## config.mk

```make
export PLATFORM = sky130hd
export DESIGN_NAME = seg_scan_ctrl
export DESIGN_NICKNAME = d
export VERILOG_FILES = /design/src/rtl/seg_scan_ctrl.sv
export SDC_FILE = /design/constraint.sdc
export NUM_CORES = 1
export LEC_CHECK = 0
export CORE_MARGIN = 10
export CORE_UTILIZATION = 54
export CTS_CLUSTER_SIZE = 28
export DETAILED_ROUTE_END_ITERATION = 10
export HOLD_SLACK_MARGIN = 0.05
export PLACE_DENSITY = 0.75
export SETUP_SLACK_MARGIN = 0.15
export SYNTH_ARGS = -nofsm -noshare
export SYNTH_HDL_FRONTEND = slang
export SYNTH_SLANG_ARGS = --single-unit
export TNS_END_PERCENT = 30
```

## constraint.sdc

```tcl
create_clock -name clk -period 2.1 [get_ports clk]
set_input_delay 0.42 -clock clk [delete_from_list [all_inputs] [get_ports clk]]
set_output_delay 0.42 -clock clk [all_outputs]
set_load 0.1 [all_outputs]
```

## src/rtl/seg_scan_ctrl.sv

```systemverilog
// seg_scan_ctrl: 4-digit multiplexed 7-segment display controller.
// Sequential double-dabble BCD conversion feeding a guarded digit scan.
//
// Ports:
//   clk       system clock, rising edge
//   rst       asynchronous, active-low reset
//   en        1 = display on; 0 = blank outputs, scan frozen
//   load      one-cycle strobe capturing value_in (ignored while busy)
//   value_in  binary value 0..9999, larger values saturate to 9999
//   busy      conversion in progress
//   ovf       displayed value was saturated
//   seg       segments, active high, [6:0]=g..a, [7]=dp
//   dig_n     digit enables, active-low one-hot, bit0 = units
module seg_scan_ctrl #(
    parameter int SCAN_DIV = 3000,
    parameter int GUARD    = 16,
    parameter bit BLANK_LZ = 1'b1
) (
    input  logic        clk,
    input  logic        rst,
    input  logic        en,
    input  logic        load,
    input  logic [13:0] value_in,
    output logic        busy,
    output logic        ovf,
    output logic [7:0]  seg,
    output logic [3:0]  dig_n
);

    localparam int DW = (SCAN_DIV > 1) ? $clog2(SCAN_DIV) : 1;

    typedef enum logic [1:0] {
        IDLE,
        CONV,
        COMMIT
    } state_t;

    state_t      state;
    logic [13:0] bin;
    logic [15:0] work;
    logic [15:0] adj;
    logic [15:0] bcd;
    logic [3:0]  iter;
    logic        ovf_pend;

    logic [DW-1:0] div;
    logic [1:0]    idx;
    logic          div_tc;
    logic          in_guard;
    logic [3:0]    digit;
    logic [3:0]    lz;
    logic [7:0]    seg_nxt;

    // Add-3 correction on every BCD nibble ahead of the shift.
    always_comb begin
        adj = work;
        for (int i = 0; i < 4; i++) begin
            if (work[4*i +: 4] >= 4'd5) begin
                adj[4*i +: 4] = work[4*i +: 4] + 4'd3;
            end
        end
    end

    always_ff @(posedge clk or negedge rst) begin
        if (!rst) begin
            state    <= IDLE;
            bin      <= '0;
            work     <= '0;
            iter     <= '0;
            ovf_pend <= 1'b0;
            bcd      <= '0;
            ovf      <= 1'b0;
            busy     <= 1'b0;
        end else begin
            case (state)
                IDLE: begin
                    if (load) begin
                        if (value_in > 14'd9999) begin
                            bin      <= 14'd9999;
                            ovf_pend <= 1'b1;
                        end else begin
                            bin      <= value_in;
                            ovf_pend <= 1'b0;
                        end
                        work  <= '0;
                        iter  <= '0;
                        busy  <= 1'b1;
                        state <= CONV;
                    end
                end
                CONV: begin
                    work <= {adj[14:0], bin[13]};
                    bin  <= {bin[12:0], 1'b0};
                    iter <= iter + 4'd1;
                    if (iter == 4'd13) begin
                        state <= COMMIT;
                    end
                end
                COMMIT: begin
                    // Value and overflow flag change together.
                    bcd   <= work;
                    ovf   <= ovf_pend;
                    busy  <= 1'b0;
                    state <= IDLE;
                end
                default: begin
                    state <= IDLE;
                end
            endcase
        end
    end

    assign div_tc   = (div == DW'(SCAN_DIV - 1));
    assign in_guard = (div < DW'(GUARD));
    assign digit    = bcd[{idx, 2'b00} +: 4];

    // lz[k]: digits k..3 are all zero; units never blanks.
    assign lz[3] = (bcd[15:12] == 4'd0);
    assign lz[2] = lz[3] && (bcd[11:8] == 4'd0);
    assign lz[1] = lz[2] && (bcd[7:4] == 4'd0);
    assign lz[0] = 1'b0;

    always_comb begin
        case (digit)
            4'd0:    seg_nxt = 8'h3f;
            4'd1:    seg_nxt = 8'h06;
            4'd2:    seg_nxt = 8'h5b;
            4'd3:    seg_nxt = 8'h4f;
            4'd4:    seg_nxt = 8'h66;
            4'd5:    seg_nxt = 8'h6d;
            4'd6:    seg_nxt = 8'h7d;
            4'd7:    seg_nxt = 8'h07;
            4'd8:    seg_nxt = 8'h7f;
            4'd9:    seg_nxt = 8'h6f;
            default: seg_nxt = 8'h00;
        endcase
        if (BLANK_LZ && lz[idx]) begin
            seg_nxt = 8'h00;
        end
        seg_nxt[7] = ovf && (idx == 2'd3);
    end

    always_ff @(posedge clk or negedge rst) begin
        if (!rst) begin
            div   <= '0;
            idx   <= '0;
            seg   <= 8'h00;
            dig_n <= 4'hF;
        end else if (!en) begin
            seg   <= 8'h00;
            dig_n <= 4'hF;
        end else begin
            if (div_tc) begin
                div <= '0;
                idx <= idx + 2'd1;
            end else begin
                div <= div + DW'(1);
            end
            // All digits off at slot start to suppress ghosting.
            if (in_guard) begin
                seg   <= 8'h00;
                dig_n <= 4'hF;
            end else begin
                seg   <= seg_nxt;
                dig_n <= ~(4'b0001 << idx);
            end
        end
    end

endmodule

```

# ---- Word-level counts from Yosys, hierarchy flattened
# Memory sizes are Yosys's and may differ from the RTL's.
# Cells that the tools add are included.
dict set report totals {
  reg_bits 81
  rom_bits 112
  out_inout_bits 14
  wordCells 76
  mem_count 1
}
# memory depth width read_ports rd_ports_with_merged_regs write_ports line_no
set mem_list {}
lappend mem_list {{(name not given)} 16 7 1 0 0 124} ;# case (digit)
dict set report classes {
  addsub 7
  order_cmp 7
  n_eq_ne 7
  shifts 2
  muxes 25
  bitwise_logic 1
  n_reduce_logical 14
}
# cell count
set ops {}
lappend ops {{$pmux W16 S2} 1}
lappend ops {{$mux W14} 2}
lappend ops {{$pmux W14 S2} 1}
lappend ops {{$mux W4} 6}
lappend ops {{$ge A4 B3 Y1 const B} 4}
lappend ops {{$mux W16} 1}
lappend ops {{$mux W8} 2}
lappend ops {{$shiftx A16 B5 Y4} 1}
lappend ops {{$gt A14 B14 Y1 const B} 1}
lappend ops {{$add A12 B1 Y12 const B} 1}
lappend ops {{$add A4 B2 Y4 const B} 3}
lappend ops {{$eq A12 B12 Y1 const B} 1}
lappend ops {{$logic_not A4 Y1} 3}
lappend ops {{$lt A12 B5 Y1 const B} 1}
lappend ops {{$mux W12} 1}
lappend ops {{$reduce_and A2 Y1} 5}
lappend ops {{$pmux W4 S2} 1}
lappend ops {{$mux W7} 1}
lappend ops {{$add A4 B1 Y4 const B} 1}
lappend ops {{$eq A2 B2 Y1 const B} 2}
lappend ops {{$eq A4 B4 Y1 const B} 1}
lappend ops {{$mux W2} 2}
lappend ops {{$ne A2 B2 Y1 const B} 2}
lappend ops {{$not A4 Y4} 1}
lappend ops {{13 further kinds} 18}

# ---- Depth between registers and ports, before layout
# Gate-level depths: netlist of run 1.
dict set report depth {
  ltp_word 8
  ltp_mapped 7
}

# ---- Worst setup path after synthesis of run 1
# Ideal clock, no wire load.
dict set report synth_path {
  path_type {reg-to-reg}
  from {register idx[0]}
  to {register seg[3]}
  arrival_time_ps 1789
  slack_ps 173
  path_stages_with_launch 8
  period_less_slack_ps 1927
  cell_sequence {dfrtp_1 > buf_6 > mux4_1 > inv_1 > ha_1 > and2_1 > o21ai_0 > a21oi_1}
}
dict set report synth_between {
  elab_chain_len 5
}
# item line_no
set synth_lines {}
lappend synth_lines {{start, declared} 47} ;# logic [1:0] idx;
lappend synth_lines {{start signal, assigned} 155} ;# idx <= idx + 2'd1;
lappend synth_lines {{$shiftx A16 B5 Y4 / $bmux W1 S2 (equally long branches)} {115, 137}}
lappend synth_lines {{$mem_v2 Z16 W7 / $mux W1 (equally long branches)} n/a}
lappend synth_lines {{$mux W7 *} 137} ;# if (BLANK_LZ && lz[idx]) begin
lappend synth_lines {{$mux W8 *} 160} ;# if (in_guard) begin
lappend synth_lines {{$mux W8 *} 149} ;# end else if (!en) begin
lappend synth_lines {{end signal, assigned} 164} ;# seg <= seg_nxt;
lappend synth_lines {{end, declared} 26} ;# output logic [7:0] seg,
# Every way passes the cells marked *; elsewhere a longest branch is shown, timed or not. The select of a mux whose other input is x is not followed.
# A chain may end at the register's enable or synchronous reset.

# ---- Final worst setup path of run 1
dict set report layout_path {
  from {register idx[0]}
  to {register seg[5]}
}
# Same word-level chain as after synthesis.

==> impl_metrics.tcl, run 1 <==
set metrics [dict create \
    h-tree-depth 3 \
    fill_cells 589 \
    startpoint "idx[0]" \
    n_antenna_cell 0 \
    synth_area_sq_mm 0.00400 \
    viasPerCell 5.64 \
    async_flop_share_pct 100 \
    die_w_microns 106 \
    grt_usage_pct 14.7 \
    drive_above_1_share_pct 17.9 \
    max_freq_mhz 528 \
    ant_nets 0 \
    rows 31 \
    worstReg2RegEnd "seg[5]" \
    tightest_slew_ns 0.866 \
    yosys.area.top_type "dfrtp_1" \
    final_net_count 452 \
    clkSinkCount 81 \
    grt_pass1_wl_microns 13800 \
    grt_max_degree 42 \
    clock_path_buffers 2 \
    timing.slew.headroom_pct 42.0 \
    synth_flop_cell "dfrtp_1" \
    wire_per_inst_microns 15.3 \
    maxCapViolCount 0 \
    final_cell_mix "dfrtp_1 (76), o21ai_0 (34), nand2_1 (31), buf_4 (31)" \
    drt-total-wl_microns 7930 \
    ys_types 47 \
    gp_congestion 0.832 \
    antenna_found_initial 0 \
    insertion_delay_ns 0.35 \
    core-area_sq_mm 0.00721 \
    numCtsBuffers 9 \
    initial_core_util_pct 55.4 \
    cts_tree "built" \
    cts_root_buffer "clkbuf_8" \
    fin_util_pct 64.5 \
    netSwitchingPower_uw 2410 \
    end_kind "flop" \
    seq_power_share_pct 41.4 \
    p_int_uw 3710 \
    grt_overflow 0 \
    p_per_area_mw_per_mm2 1310 \
    grt_pass1_vias 2957 \
    crit_type "reg2reg" \
    syn-num-nets 409 \
    r2r-start "idx[0]" \
    final_common_cell "dfrtp_1" \
    ff2ff_path_depth 6 \
    synth-edff-count 0 \
    drt_first_pass_iters 4 \
    whs_ns 0.487 \
    yosys_register_bits 81 \
    ys.warnings.count 0 \
    synthTopCellsByArea "dfrtp_1 (48%), ha_1 (6.3%), o21ai_0 (4.3%)" \
    ios 32 \
    peakVddDrop_mv 0.797 \
    die_h_microns 106 \
    p_comb_share_pct 40.2 \
    rrSetupSlack_ns 0.21 \
    swShare_pct 39.4 \
    clkSlewWorstSetupHoldPaths_ns 0.08 \
    vias 2920 \
    hold_viol_final 0 \
    fin_setup_tns_ns 0 \
    hold_class "reg2reg" \
    arrival_ns 2.17 \
    maxSlewViolCount 0 \
    status "finished, final reports clean" \
    port_buffers 31 \
    avgSynthCellArea_sq_um 10.8 \
    finalClockSkew_ns 0.00691 \
    multi_input_area_sq_mm 0.00181 \
    setup_violations 0 \
    worst_ep_required_time_ns 2.38 \
    final-seq-area_sq_mm 0.00203 \
    synth-seq-area-share_pct 50.8 \
    fin_crit_ns 1.89 \
    rsz0062_at_grt "false" \
    hpwl_microns 5580 \
    drc_errors 0 \
    area_growth_pct 16.4 \
    synth_cells 371 \
    die_area_sq_mm 0.0112 \
    worst_setup_path_start_kind "flop" \
    period_share_pct 90.1 \
    leakage_uw 0.00218 \
    drt_iter0_drc 177 \
    cp_max_fo 3 \
    synth_top_area_share_pct 48.2 \
    crit_end "seg[5]" \
    p_clk_share_pct 18.4 \
]
## how the worst min path moves through the flow
stage / slack, ns / cells past startpoint / from / end
final: 0.49 / 2 / bin[13] / work[0]
after global routing: 0.51 / 2 / bin[13] / work[0]
after CTS: 0.48 / 2 / bin[13] / work[0]
after detailed placement: 0.43 / 1 / rst / div[6]
after global placement: 0.43 / 1 / rst / div[11]
after floorplan: 0.12 / 0 / rst / bcd[0]
## kinds of logic after synthesis
group / count (synthesis) / share of synthesized area (%)
mux: 23 / 7.64
compound gates: 97 / 15.7
simple gates: 99 / 12.6
fa+ha+maj: 20 / 6.26
xor+xnor: 15 / 3.29
flops: 81 / 50.8
buf+inv: 36 / 3.69
## per-stage QoR
stage / cell area (sq um) / setup WS (ns) / cells / total power (uW)
2_1_floorplan: 4000 / 0.173 / 371 / 4350
3_3_place_gp: 4440 / 0.00925 / 499 / 4870
3_5_place_dp: 4440 / -0.0510 / 499 / 4970
4_1_cts: 4640 / 0.178 / 516 / 6110
5_1_grt: 4650 / 0.153 / 518 / 6580
6_report: 4650 / 0.207 / 518 / 6110
## worst max-delay path: stages, from the launching register on
cell     delay, ns
dfrtp_2       0.41
mux4_2        0.55
buf_4         0.16
ha_1          0.17
or2b_1        0.23
a21o_1        0.17
a21oi_2       0.12
## Yosys cell counts (8+ instances only)
library cell  instances
mux2_2               14
dfrtp_1              77
a21oi_1              20
nor2_1               15
o31ai_1               8
nand2_1              31
a22oi_1               8
clkbuf_1             11
ha_1                 20
o21ai_0              34
xor2_1                8
inv_1                19
nand3_1              16
## layer usage
metal  share of wire (%)  global-route usage (%)
met5                   0                       0
met1                  46                    18.9
met3                 3.9                    3.56
met4                 1.5                    6.67
met2                  48                    22.8
## sequential cells by signal, summed over array words and instances, names as in the netlist, 2 cells and up
| name | cells |
|---|---|
| div | 12 |
| work | 16 |
| iter | 4 |
| bin | 14 |
| dig_n | 4 |
| seg | 8 |
| bcd | 16 |
| idx | 2 |
| state | 2 |
## area by class of cell
class                   count  share of cell area, %
flip-flops and latches     81                   43.7
multi-input cells         254                   39.0
repair buffers             49                   9.09
clock buffers              13                   3.20
well taps                  99                   2.66
inverters                  19                   1.53
clock inverters             3                  0.860
## power by group through the flow
stage	registers (uW)	clock network (uW)	logic [uW]
global route	2600	1220	2750
global placement	2520	0	2340
finish	2530	1120	2460
detailed placement	2540	0	2420
floorplan	2710	0	1640
CTS	2520	1150	2440
## repair_timing
item,CTS,global route
resized for setup,1,2
hold buffers,1,0
setup endpoints to repair,1,1
hold endpoints to repair,11,0
buffers inserted,0,2
pin swaps,0,0
No activity file was read; power rests on OpenSTA's default activity.
==> inputs of run 2 (changes only) <==
--- a/config.mk
+++ b/config.mk
@@ -5,13 +5,12 @@
 export SDC_FILE = /design/constraint.sdc
 export NUM_CORES = 1
 export LEC_CHECK = 0
-export CORE_MARGIN = 10
+export CORE_MARGIN = 3
 export CORE_UTILIZATION = 54
 export CTS_CLUSTER_SIZE = 28
 export DETAILED_ROUTE_END_ITERATION = 10
 export HOLD_SLACK_MARGIN = 0.05
 export PLACE_DENSITY = 0.75
-export SETUP_SLACK_MARGIN = 0.15
 export SYNTH_ARGS = -nofsm -noshare
 export SYNTH_HDL_FRONTEND = slang
 export SYNTH_SLANG_ARGS = --single-unit
==> run 2 against run 1 <==
Compared with the run above: first-iteration DRC count shrank 34%; non-clock buffer count fell by 4; cell area fell by 0.62%; total power decreased by 1.2%; core utilization up 1.7 points; global-route usage grew 4.9 points; sequential power about the same; final cell count fell by 1.4%; clock-buffer cell count decreased by 2; via count decreased by 2.5%; die area decreased by 25%; worst hold slack worse by 0.0057 ns; critical endpoint is now seg[3]; largest cell class unchanged; largest power group unchanged.
==> impl_metrics.tcl, run 2 (synthesized netlist as in run 1, its figures left out) <==
set metrics [dict create \
    status "finished, final reports clean" \
    worst_setup_path_start_kind "flop" \
    clkSlewWorstSetupHoldPaths_ns 0.08 \
    crit_type "reg2reg" \
    arrival_ns 2.12 \
    leakage_uw 0.00217 \
    p_clk_share_pct 18.1 \
    tightest_slew_ns 0.801 \
    p_per_area_mw_per_mm2 1310 \
    drt_iter0_drc 116 \
    hold_depth 2 \
    cp_max_fo 3 \
    antenna_found_initial 0 \
    holdCritStartpoint "bin[11]" \
    rsz0062_at_grt "false" \
    n_antenna_cell 0 \
    viasPerCell 5.57 \
    die_h_microns 92.0 \
    gp_congestion 0.857 \
    startpoint "idx[0]" \
    maxCapViolCount 0 \
    final_common_cell "dfrtp_1" \
    fin_crit_ns 1.90 \
    maxSlewViolCount 0 \
    hold_viol_final 0 \
    drt_first_pass_iters 4 \
    drc_errors 0 \
    timing.slew.headroom_pct 46.4 \
    vias 2847 \
    end_kind "flop" \
    netSwitchingPower_uw 2430 \
    worst_ep_required_time_ns 2.32 \
    core-area_sq_mm 0.00698 \
    grt_max_degree 50 \
    final_net_count 448 \
    place_area_sq_mm 0.00442 \
    period_share_pct 90.3 \
    hpwl_microns 5260 \
    rrSetupSlack_ns 0.20 \
    ff2ff_path_depth 6 \
    seq_power_share_pct 41.8 \
    peakVddDrop_mv 0.859 \
    clock_path_buffers 2 \
    ios 32 \
    cts_tree "built" \
    grt_pass1_vias 2945 \
    wire_per_inst_microns 14.7 \
    fin_ws_ns 0.203 \
    h-tree-depth 3 \
    numCtsBuffers 9 \
    max_freq_mhz 527 \
    die_w_microns 92.0 \
    port_buffers 31 \
    area_growth_pct 15.7 \
    finalClockSkew_ns 0.00885 \
    r2r-start "idx[0]" \
    drt-total-wl_microns 7510 \
    fin_area_sq_mm 0.00462 \
    grt_overflow 0 \
    die_area_sq_mm 0.00847 \
    swShare_pct 40.3 \
    ant_nets 0 \
    grt_pass1_wl_microns 13500 \
    preCtsSetupSlack_ns -0.0704 \
    p_int_uw 3600 \
    clkSinkCount 81 \
    cts_root_buffer "clkbuf_8" \
    grt_usage_pct 19.6 \
    hold_class "reg2reg" \
    min_to "bin[12]" \
    final_cell_mix "dfrtp_1 (76), o21ai_0 (34), nand2_1 (31)" \
    insertion_delay_ns 0.35 \
    worstReg2RegEnd "seg[3]" \
    setup_violations 0 \
    initial_core_util_pct 57.2 \
    rows 30 \
    p_comb_share_pct 40.1 \
    reg.largest.list "bcd: 16 flops, work: 16 flops, bin: 14 flops" \
    drive_above_1_share_pct 17.3 \
]
## run 2: changes by cell type in the layout (fill, tap and decap cells not counted), sizes merged
cell and change:
buf -4, clkinv +1, bufinv -1, clkbuf -2
inv +1, clkinvlp +1
## run 2: what timing repair did
| action | 4_1_cts | 5_1_grt |
|---|---|---|
| hold buffers | 1 | 0 |
| setup endpoints to repair | 0 | 1 |
| resized for setup | 0 | 1 |
| setup buffers | 0 | 0 |
| endpoints found under the hold margin | 32 | 0 |
## run 2: worst max-delay path by stage
stage             end  slack, ns  cells after the start
4_1_cts        seg[3]       0.15                      6
5_1_grt        seg[3]       0.04                      6
3_3_place_gp   bin[6]      0.007                      5
2_1_floorplan  seg[3]       0.17                      7
3_5_place_dp   bin[7]      -0.07                      5
6_report       seg[3]       0.20                      6
## run 2: metal layers
layer	global-route usage [%]	vias to the layer above	share of wire [%]
li1	-	1406	-
met1	25.7	1379	47
met2	32.2	54	48
met3	5.09	8	4.2
met4	5.32	0	1.1
met5	0	-	0
## run 2: final cells by class
cell class	instances	area, sq um
flip-flops and latches	81	2030
well taps	96	120
inverters	19	71.3
multi-input cells	254	1820
fillers	550	2360
clock buffers	11	151
repair buffers	45	393
clock inverters	5	38.8
## run 2: through the flow
stage / std cells / total power (uW) / utilization, % / hold slack, ns / TNS, ns
after floorplan: 371 / 4350 / - / 0.124 / 0
after CTS: 511 / 6070 / 66.2 / 0.482 / 0
after global placement: 494 / 4850 / 63.4 / 0.391 / 0
after global routing: 511 / 6510 / 66.2 / 0.506 / 0
final: 511 / 6040 / 66.2 / 0.482 / 0
after detailed placement: 494 / 4970 / 63.4 / 0.390 / -0.207
## run 2: power by group through the flow
stage,clock [uW],combinational (uW),sequential (uW)
after global placement,0,2330,2530
after CTS,1110,2440,2520
after global routing,1170,2740,2610
after detailed placement,0,2420,2550
final,1090,2420,2520
after floorplan,0,1640,2710
## run 2: critical path: stages, from the launching register on
cell and delay, ns:
dfrtp_2 0.40, mux4_1 0.61, inv_1 0.13, ha_1 0.25, and2_1 0.14, o21ai_0 0.15, a21oi_1 0.08
